==> src/rtl/sb_rx_msg_queue.sv <==
// Receive-side sideband message queue: buffers decoded SB headers plus 64-bit payloads
// and serves them through the available/req/valid handshake used by the LTSM blocks.
package sb_rx_msg_queue_pkg;
    typedef enum logic [7:0] {
        SB_MSG_NONE              = 8'h00,
        SBINIT_OUT_OF_RESET      = 8'h01,
        SBINIT_DONE_req          = 8'h02,
        SBINIT_DONE_resp         = 8'h03,
        MBINIT_PARAM_config_req  = 8'h10,
        MBINIT_PARAM_config_resp = 8'h11,
        MBINIT_CAL_done_req      = 8'h12,
        MBINIT_CAL_done_resp     = 8'h13
    } msg_num_t;

    typedef struct packed {
        msg_num_t    msg_num;
        logic [15:0] msg_info;
    } SB_msg_t;

    function automatic SB_msg_t reset_SB_msg();
        SB_msg_t m;
        m = '0;
        return m;
    endfunction
endpackage

// Occupancy-counted circular buffer; pop output is registered (req at edge N -> valid after N).
// Full queue drops writes and sets a sticky overflow flag unless a pop frees a slot that cycle.
module sb_rx_msg_queue
    import sb_rx_msg_queue_pkg::*;
#(
    parameter int DEPTH = 4
) (
    input  logic                       clk_100MHz,
    input  logic                       reset,
    input  logic                       enable_i,
    input  logic                       flush_i,
    input  logic                       RX_msg_wr_i,
    input  SB_msg_t                    RX_msg_i,
    input  logic [63:0]                RX_dataBus_i,
    input  logic                       SB_RX_msg_req_i,
    output logic                       SB_RX_msg_available_o,
    output logic                       SB_RX_msg_valid_o,
    output SB_msg_t                    SB_RX_msg_o,
    output logic [63:0]                SB_RX_dataBus_o,
    output logic [$clog2(DEPTH):0]     count_o,
    output logic                       overflow_o
);
    localparam int PW = $clog2(DEPTH);
    localparam int CW = PW + 1;
    localparam logic [CW-1:0] DEPTH_C = CW'(DEPTH);

    typedef struct packed {
        SB_msg_t     msg;
        logic [63:0] data;
    } entry_t;

    entry_t          mem_q [DEPTH];
    entry_t          mem_d [DEPTH];
    logic [PW-1:0]   wr_ptr_q, wr_ptr_d;
    logic [PW-1:0]   rd_ptr_q, rd_ptr_d;
    logic [CW-1:0]   count_q, count_d;
    logic            valid_q, valid_d;
    logic            overflow_q, overflow_d;
    SB_msg_t         msg_q, msg_d;
    logic [63:0]     data_q, data_d;

    logic            pop;
    logic            wr_acc;
    logic            wr_try;

    // valid_q in the pop term stops a registered req, still high after valid, from popping twice.
    assign pop    = enable_i && SB_RX_msg_req_i && !valid_q && (count_q != '0) && !flush_i;
    assign wr_try = enable_i && RX_msg_wr_i && !flush_i;
    assign wr_acc = wr_try && ((count_q < DEPTH_C) || pop);

    always_comb begin
        mem_d      = mem_q;
        wr_ptr_d   = wr_ptr_q;
        rd_ptr_d   = rd_ptr_q;
        count_d    = count_q;
        valid_d    = valid_q;
        overflow_d = overflow_q;
        msg_d      = msg_q;
        data_d     = data_q;

        if (enable_i) begin
            valid_d = pop;
            if (wr_try && !wr_acc) begin
                overflow_d = 1'b1;
            end
            if (wr_acc) begin
                mem_d[wr_ptr_q] = '{msg: RX_msg_i, data: RX_dataBus_i};
                wr_ptr_d        = wr_ptr_q + PW'(1);
            end
            if (pop) begin
                msg_d    = mem_q[rd_ptr_q].msg;
                data_d   = mem_q[rd_ptr_q].data;
                rd_ptr_d = rd_ptr_q + PW'(1);
            end
            if (wr_acc && !pop) begin
                count_d = count_q + CW'(1);
            end else if (pop && !wr_acc) begin
                count_d = count_q - CW'(1);
            end
            // Flush leaves overflow and the last popped message visible.
            if (flush_i) begin
                wr_ptr_d = '0;
                rd_ptr_d = '0;
                count_d  = '0;
                valid_d  = 1'b0;
            end
        end
    end

    always_ff @(posedge clk_100MHz or negedge reset) begin
        if (!reset) begin
            for (int i = 0; i < DEPTH; i++) begin
                mem_q[i] <= '0;
            end
            wr_ptr_q   <= '0;
            rd_ptr_q   <= '0;
            count_q    <= '0;
            valid_q    <= 1'b0;
            overflow_q <= 1'b0;
            msg_q      <= reset_SB_msg();
            data_q     <= '0;
        end else begin
            mem_q      <= mem_d;
            wr_ptr_q   <= wr_ptr_d;
            rd_ptr_q   <= rd_ptr_d;
            count_q    <= count_d;
            valid_q    <= valid_d;
            overflow_q <= overflow_d;
            msg_q      <= msg_d;
            data_q     <= data_d;
        end
    end

    assign SB_RX_msg_available_o = (count_q != '0);
    assign SB_RX_msg_valid_o     = valid_q;
    assign SB_RX_msg_o           = msg_q;
    assign SB_RX_dataBus_o       = data_q;
    assign count_o               = count_q;
    assign overflow_o            = overflow_q;
endmodule

==> config.mk <==
export PLATFORM = sky130hd
export DESIGN_NAME = sb_rx_msg_queue
export DESIGN_NICKNAME = d
export VERILOG_FILES = /design/src/rtl/sb_rx_msg_queue.sv
export SDC_FILE = /design/constraint.sdc
export NUM_CORES = 1
export LEC_CHECK = 0
export ABC_AREA = 1
export BUFFER_PORTS_ARGS = -buffer_cell sky130_fd_sc_hd__buf_2
export CAP_MARGIN = 0
export CORE_AREA = 3 3 143 248
export CTS_CLUSTER_SIZE = 30
export DETAILED_ROUTE_END_ITERATION = 10
export DIE_AREA = 0 0 146 251
export GPL_TIMING_DRIVEN = 0
export MAX_ROUTING_LAYER = met4
export PLACE_DENSITY_LB_ADDON = 0.1
export SKIP_CTS_REPAIR_TIMING = 1
export SYNTH_ARGS = -nofsm -noshare
export SYNTH_HDL_FRONTEND = slang
export SYNTH_SLANG_ARGS = --single-unit
==> constraint.sdc <==
create_clock -name clk_100MHz -period 1.9 [get_ports clk_100MHz]
set_input_delay 0 -clock clk_100MHz [delete_from_list [all_inputs] [get_ports clk_100MHz]]
set_output_delay 0 -clock clk_100MHz [all_outputs]
set_load 0.05 [all_outputs]
==> results.json, run 1 <==
{
  "met2_usage_pct": 54.8,
  "io_pins": 188,
  "hold_ws_ps": -520,
  "ys_ff_latch": 449,
  "placed_area_sq_um": 21600,
  "grt_max_degree": 127,
  "combPwrFrac_pct": 38.9,
  "core_area_sq_um": 33700,
  "setup-violations-final": 0,
  "synth_seq_area_share_pct": 56.1,
  "avgSynthCellArea_sq_um": 8.16,
  "wirelength_um": 59300,
  "final_cells": 3269,
  "swShare_pct": 41.7,
  "wire_per_inst_um": 18.2,
  "critPathMaxFanout": 10,
  "overflow": 0,
  "hold_path_class": "primary input to asynchronous set/reset pin",
  "ant_nets": 0,
  "grt.total_usage_pct": 32.3,
  "vias": 18200,
  "start_util_pct": 59.4,
  "gr-max-usage-layer": "met2",
  "cts_buffer_depth": 3,
  "crit_chain": "nor2_1, nand2_4, nand3_4, nand2_4, nand2_8, nor2_4, buf_12, buf_6, buf_6, nand2_1, nand2_1",
  "global_route.usage.met1_pct": 39.7,
  "p_sw_mw": 15.9,
  "cts_sinks": 449,
  "startpoint_type": "flop",
  "violations": "negative hold slack",
  "endpoint_kind": "flop",
  "slew-limit-headroom_pct": 49.8,
  "syn_area_sq_um": 20000,
  "tightestPinTransition_ps": 753,
  "crit_family": "simple AND/OR/NAND/NOR gates",
  "pwr-share-seq_pct": 39.2,
  "power.density_nw_per_um2": 1580,
  "r2r_cells": 11,
  "met3_usage_pct": 4.06,
  "drc": 0,
  "chipHeight_um": 251,
  "clkPwrFrac_pct": 21.9,
  "p_leak_nw": 12.5,
  "grt_pass1_wl_um": 92600,
  "drt_pass1_iterations": 5,
  "internal_power_mw": 22.3,
  "critPathRequiredTime_ps": 2320,
  "clkTransAtPathRegs_ps": 70,
  "stdcell_area_sq_um": 24200,
  "critPathSlowestCell": "dfrtp_2",
  "cp.depth": 11,
  "grt_pass1_vias": 17600,
  "fin_util_pct": 71.6,
  "syn_inst": 2457,
  "fin_crit_sh_pct": 97.8,
  "path_class": "flop to flop",
  "antenna_found_initial": 0,
  "cts_root_buffer": "clkbuf_16",
  "dpl_worst_slack_ps": -727,
  "die_w_um": 146,
  "n_antenna_cell": 0,
  "std_cell_rows": 89,
  "timing.critical_path.buf_inv": 3,
  "fmax_mhz": 538,
  "io_buffers": 187,
  "placed_cells": 3102,
  "fillers": 2797,
  "irDropWorstVdd_mv": 1.31,
  "slew_violations": 0,
  "htreeDepth": 2,
  "synthesis.nets": 2556,
  "total_power_mw": 38.2,
  "finClkSkew_ps": 19.5,
  "min_period_ps": 1860,
  "worst_slack_ps": 42.0,
  "layout.nets": 2891,
  "tritoncts": "built",
  "cts_made_buffers": 41,
  "first_iter_violations": 1475,
  "layout-area-overhead-vs-synth_pct": 20.5,
  "worst_ep_arrival_time_ps": 2280,
  "hpwl_um": 39700,
  "max_stage_delay_ps": 430,
  "max_cap_viol_count": 0,
  "drive_gt1_share_pct": 14.9,
  "yosys_warnings": 0,
  "viasPerCell": 5.57,
  "hold_viol": 97,
  "clkLatencyLatePin_ps": 550,
  "gp_congestion": 0.894,
  "status": "finished, violations left",
  "fp.dieArea_sq_um": 36600,
  "synthDistinctLibCells": 25
}
-- registers in the layout, summed over array words and instances (netlist names) --
signal             count
SB_RX_dataBus_o       64
SB_RX_msg_valid_o      1
count_o                3
wr_ptr_q               2
mem_q                352
SB_RX_msg_o           24
rd_ptr_q               2
overflow_o             1
-- cells in the mapped netlist (all sizes together) --
master | count | area (sq um)
a21oi | 90 | 450
a31o | 1 | 8.76
buf | 74 | 489
clkbuf | 105 | 394
dfrtp | 449 | 11200
fa | 1 | 20.0
ha | 4 | 50.1
inv | 105 | 394
nand2 | 906 | 3430
nand3 | 4 | 32.5
nand4 | 1 | 6.26
nor2 | 96 | 422
o21ai | 621 | 3110
-- layout by cell type, fill, tap and decap left out, drive strengths merged, types with 4 or more instances in the layout --
master / instances
nand2: 906
o21ai: 621
dfrtp: 449
nand3: 4
clkbuf: 166
a21oi: 90
nor2: 96
dlygate4sd3: 91
inv: 102
ha: 4
clkinv: 6
buf: 270
-- layout make-up --
class	instances	area [sq um]	share of cell area, %
multi-input combinational	1724	7530	31.2
inverter	105	410	1.70
sequential	449	11200	46.5
tap	455	569	2.36
clock buffer	56	1190	4.94
timing repair buffer	293	2040	8.45
buffer	178	1030	4.28
clock inverter	9	131	0.544
-- power by group through the flow --
stage / combinational [mW] / sequential (mW) / clock (mW)
finish: 14.9 / 15.0 / 8.36
global route: 16.4 / 15.4 / 8.77
CTS: 14.3 / 14.9 / 8.45
detailed placement: 14.2 / 15.0 / 0
global placement: 13.9 / 14.9 / 0
floorplan: 7.03 / 17.6 / 0
-- through the flow --
stage	TNS (ps)	hold slack [ps]
final	0	-520
after detailed placement	-131730	77.9
after CTS	-145050	-494
after floorplan	0	-296
after global placement	-3687090	249
after global routing	-40.7	-462
-- routing by layer --
layer | vias up | share of wire [%]
met3 | 155 | 6.7
met5 | - | 0
met1 | 8710 | 38
met2 | 800 | 51
li1 | 8555 | -
met4 | 0 | 4.0
-- cell families after synthesis --
kind of cell | Yosys count | synth area share, %
DFF | 449 | 56.1
buffers and inverters | 284 | 6.38
and+or+nand+nor | 1007 | 19.4
AOI/OAI and AO/OA | 712 | 17.8
adders and majority gates | 5 | 0.350
-- worst paths after layout --
path	slack, ps	end	start
min in group clk_100MHz	-20	count_o[2]	RX_msg_wr_i
worst min register to register	470	SB_RX_dataBus_o[47]	SB_RX_dataBus_o[47]
worst max register to register	40	mem_q[83]	count_o[1]
worst max-delay path	40	mem_q[83]	count_o[1]
worst min-delay path	-520	mem_q[205]	reset
max in group asynchronous	810	SB_RX_msg_o[12]	reset
Power figures use the tool's default switching activity.
==> run 2: changes to the inputs <==
- GPL_TIMING_DRIVEN: 0 -> not set
- SLEW_MARGIN: not set -> 20
==> run 2 against run 1 <==
Total power up 0.16%. Critical path type unchanged. Sequential power about the same. Wire length down 3.5%. Core utilization up 0.17 points. The run still ends with negative hold slack left. Combinational power about the same. Die area unchanged. Maximum frequency up 0.95%.
==> results.json, run 2 (synthesis gave the netlist of run 1 again) <==
{
  "pwr-share-seq_pct": 39.2,
  "grt_max_degree": 114,
  "fp.dieArea_sq_um": 36600,
  "io_buffers": 187,
  "swShare_pct": 40.5,
  "cts_root_buffer": "clkbuf_16",
  "layout.nets": 2779,
  "grt_pass1_vias": 17100,
  "cts_buffer_depth": 3,
  "hold_path_class": "primary input to asynchronous set/reset pin",
  "stdcell_area_sq_um": 24200,
  "tightestPinTransition_ps": 510,
  "hold_ws_ps": -19.0,
  "internal_power_mw": 22.7,
  "io_pins": 188,
  "grt_pass1_wl_um": 90000,
  "slew-limit-headroom_pct": 66.0,
  "p_sw_mw": 15.5,
  "antenna_found_initial": 3,
  "overflow": 0,
  "finClkSkew_ps": 14.4,
  "placed_area_sq_um": 21800,
  "min_period_ps": 1840,
  "first_iter_violations": 1599,
  "largest_reg_flops": 352,
  "slew_violations": 0,
  "critPathMaxFanout": 113,
  "viasPerCell": 5.64,
  "critPathRequiredTime_ps": 2380,
  "layout-area-overhead-vs-synth_pct": 20.8,
  "combPwrFrac_pct": 38.2,
  "clkTransAtPathRegs_ps": 60,
  "chipHeight_um": 251,
  "clkPwrFrac_pct": 22.6,
  "p_leak_nw": 12.3,
  "core_area_sq_um": 33700,
  "cts_sinks": 449,
  "drive_gt1_share_pct": 13.1,
  "gp_congestion": 0.839,
  "wire_per_inst_um": 18.1,
  "tritoncts": "built",
  "endpoint_kind": "flop",
  "die_w_um": 146,
  "power.density_nw_per_um2": 1580,
  "violations": "negative hold slack",
  "drt_pass1_iterations": 9,
  "grt.total_usage_pct": 30.8,
  "fin_crit_sh_pct": 96.9,
  "total_power_mw": 38.2,
  "max_flop_register": "mem_q",
  "hold_viol": 13,
  "status": "finished, violations left",
  "cts_made_buffers": 42,
  "irDropWorstVdd_mv": 1.09,
  "wirelength_um": 57300,
  "worst_ep_arrival_time_ps": 2320,
  "htreeDepth": 2,
  "fmax_mhz": 543,
  "std_cell_rows": 89,
  "setup-violations-final": 0,
  "startpoint_type": "flop",
  "drc": 0,
  "path_class": "flop to flop",
  "clkLatencyLatePin_ps": 550,
  "ant_nets": 0,
  "max_cap_viol_count": 0,
  "layout_common_cells": "903 x nand2_1, 554 x o21ai_0, 444 x dfrtp_1",
  "hpwl_um": 32300,
  "layout_commonest_cell": "nand2_1",
  "start_util_pct": 59.4,
  "vias": 17900
}
==> run 2: cell count changes in the layout (fill, tap and decap cells not counted), moves of 12 or more <==
cell	delta
clkbuf_2	-55
buf_2	-33
clkbuf_1	-41
clkbuf_4	-12
buf_6	-19
buf_12	+41
==> run 2: layer usage <==
layer,share of wire (%),global-route usage [%]
met1,40,40.1
met2,51,50.9
met3,6.4,3.61
met4,2.7,10.4
met5,0,-
==> run 2: power by group through the flow <==
stage,clock network [mW],logic (mW),registers [mW]
after floorplan,0,7.03,17.6
after global placement,0,13.9,14.9
after detailed placement,0,14.2,15.1
after CTS,8.75,14.4,15.0
after global routing,9.12,16.2,15.4
final,8.62,14.6,15.0
==> run 2: path summary, 6_finish.rpt <==
| path | from | end | slack (ps) | cells past startpoint |
|---|---|---|---|---|
| setup / recovery | count_o[1] | mem_q[52] | 60 | 8 |
| hold / removal | reset | mem_q[32] | -20 | 2 |
| setup reg to reg | count_o[1] | mem_q[52] | 60 | 8 |
| hold reg to reg | SB_RX_dataBus_o[46] | SB_RX_dataBus_o[46] | 470 | 2 |
| max in group asynchronous | reset | count_o[1] | 1060 | 4 |
| min in group clk_100MHz | RX_msg_wr_i | overflow_o | 0 | 4 |
==> run 2: area by class of cell <==
type | instances | area (sq um)
sequential | 449 | 11200
antenna | 3 | 7.51
timing repair buffer | 358 | 3060
tap | 455 | 569
inverter | 105 | 397
clock buffer | 60 | 1270
clock inverter | 11 | 130
fill | 2711 | 9530
multi-input combinational | 1724 | 7530
==> run 2: critical path, stage by stage (launching register included) <==
cell and delay [ps]:
dfrtp_2 430, nor2_2 160, nand2_4 80, nand3_4 100
nand2_4 80, nand2_8 160, buf_12 350, o21ai_0 200
nand2_1 90
==> run 2: per-stage QoR <==
stage | utilization, % | setup TNS [ps] | hold WS, ps | worst slack [ps] | instances
after global placement | 64.5 | 0 | -37.3 | 167 | 2993
after floorplan | - | 0 | -296 | 16.7 | 2457
after global routing | 71.8 | -54.2 | 4.55 | -25.5 | 3165
final | 71.8 | 0 | -19.0 | 59.5 | 3165
after detailed placement | 64.5 | 0 | -38.1 | 98.4 | 2993
after CTS | 68.7 | -4.53 | -612 | -4.53 | 3064
==> run 3: changes to the inputs <==
- CORE_AREA: 3 3 143 248 -> 2 2 142 247
- DIE_AREA: 0 0 146 251 -> 0 0 144 249
==> run 3 against run 2 <==
The flow still finishes with violations (negative hold slack). Sequential power about the same. Via count down 0.63%. First-iteration DRC count up 3.9%. Worst hold slack worse by 12 ps. Sequential share of layout area up 0.68 points. Register-to-register slack better by 40 ps.
==> results.json, run 3 (synthesis gave the netlist of run 1 again) <==
{
  "status": "finished, violations left",
  "violations": "negative hold slack",
  "dpl_worst_slack_ps": 104,
  "met2_usage_pct": 52.1,
  "p_leak_nw": 12.2,
  "grt_max_degree": 121,
  "drt_pass1_iterations": 7,
  "die_w_um": 144,
  "gr-max-usage-layer": "met2",
  "cts_buffer_depth": 3,
  "core_area_sq_um": 33700,
  "fin_crit_sh_pct": 95.0,
  "wire_per_inst_um": 18.1,
  "hold_ws_ps": -30.8,
  "layout.nets": 2752,
  "min_period_ps": 1800,
  "critPathRequiredTime_ps": 2330,
  "fp.dieArea_sq_um": 35900,
  "critPathMaxFanout": 43,
  "max_stage_delay_ps": 400,
  "crit_chain": "nor2_2, nand3_4, nand2_4, nand2_8, nor2_8, buf_12, clkbuf_16, o21ai_0",
  "gp_congestion": 0.839,
  "std_cell_rows": 89,
  "placed_area_sq_um": 21500,
  "power.density_nw_per_um2": 1560,
  "clkLatencyLatePin_ps": 560,
  "ant_nets": 0,
  "drc": 0,
  "antenna_found_initial": 5,
  "overflow": 0,
  "io_buffers": 187,
  "irDropWorstVdd_mv": 1.22,
  "ff2ff_setup_slack_ps": 100,
  "first_iter_violations": 1662,
  "slew_violations": 0,
  "largest_reg_flops": 352,
  "setup-violations-final": 0,
  "slew-limit-headroom_pct": 60.8,
  "cts_sinks": 449,
  "startpoint_type": "flop",
  "layout-area-overhead-vs-synth_pct": 19.1,
  "hold_viol": 15,
  "viasPerCell": 5.65,
  "final_cells": 3143,
  "grt_setup_unrepaired": "false",
  "hpwl_um": 30300,
  "clkTransAtPathRegs_ps": 70,
  "max_cap_viol_count": 0,
  "drive_gt1_share_pct": 12.1,
  "grt_pass1_vias": 17000,
  "fin_tns_setup_ps": 0,
  "wirelength_um": 57000,
  "start_util_pct": 59.4,
  "critPathSlowestCell": "dfrtp_1",
  "met3_usage_pct": 3.61,
  "stdcell_area_sq_um": 23900,
  "placed_cells": 2967,
  "grt.total_usage_pct": 31.8,
  "endpoint_kind": "flop",
  "layout_common_cells": "903 x nand2_1, 554 x o21ai_0, 444 x dfrtp_1",
  "max_flop_register": "mem_q",
  "tritoncts": "built",
  "path_class": "flop to flop",
  "grt_pass1_wl_um": 88600,
  "worst_slack_ps": 95.2,
  "layout_commonest_cell": "nand2_1",
  "io_pins": 188,
  "htreeDepth": 2,
  "cts_made_buffers": 41,
  "chipHeight_um": 249,
  "global_route.usage.met1_pct": 40.7,
  "fmax_mhz": 554,
  "vias": 17700,
  "cts_root_buffer": "clkbuf_16",
  "worst_ep_arrival_time_ps": 2230,
  "finClkSkew_ps": 31.4,
  "hold_path_class": "primary input to asynchronous set/reset pin",
  "tightestPinTransition_ps": 588
}
run 3: cell types whose count changed in the layout (fill, tap and decap cells not counted), sizes merged:
cell,change
buf,-27
inv,+2
diode,+2
bufinv,-1
clkinvlp,+1
dlygate4sd3,-1
clkbuf,+2
run 3: worst paths after layout:
check	start	depth (start not counted)	end
hold reg to reg	SB_RX_dataBus_o[30]	2	SB_RX_dataBus_o[30]
min in group clk_100MHz	RX_msg_wr_i	6	count_o[2]
hold / removal	reset	2	mem_q[292]
setup reg to reg	SB_RX_msg_valid_o	8	mem_q[230]
max in group asynchronous	reset	3	mem_q[19]
setup / recovery	SB_RX_msg_valid_o	8	mem_q[230]
run 3: where the power goes:
group / leakage, nW / switching [mW] / internal, mW / total, mW
logic: 5.81 / 9.99 / 4.16 / 14.1
clock network: 0.633 / 3.63 / 4.51 / 8.14
registers: 5.71 / 1.70 / 13.3 / 15.0
total: 12.2 / 15.3 / 22.0 / 37.3
run 3: final cells by class:
class	count	area, sq um
Antenna cell	5	12.5
Clock inverter	13	125
Sequential cell	449	11200
Clock buffer	60	1160
Fill cell	2699	9880
Timing Repair Buffer	332	2820
Inverter	105	397
Multi-Input combinational cell	1724	7530
Tap cell	455	569
run 3: layer usage:
metal / up-vias / part of all wire (%)
li1: 8281 / -
met1: 8595 / 40
met2: 729 / 50
met3: 138 / 6.7
met4: 0 / 3.2
met5: - / 0
run 3: through the flow:
| step | utilization (%) | total power, mW |
|---|---|---|
| 2_1_floorplan | - | 24.6 |
| 3_3_place_gp | 63.7 | 28.4 |
| 3_5_place_dp | 63.7 | 28.9 |
| 4_1_cts | 67.5 | 37.1 |
| 5_1_grt | 70.7 | 39.7 |
| 6_report | 70.7 | 37.3 |
run 3: worst max-delay path, delay by kind of cell (launching register included):
kind	cells	cell delay [ps]
compound gates	1	110
buf+inv	2	420
flops	1	400
simple gates	5	740
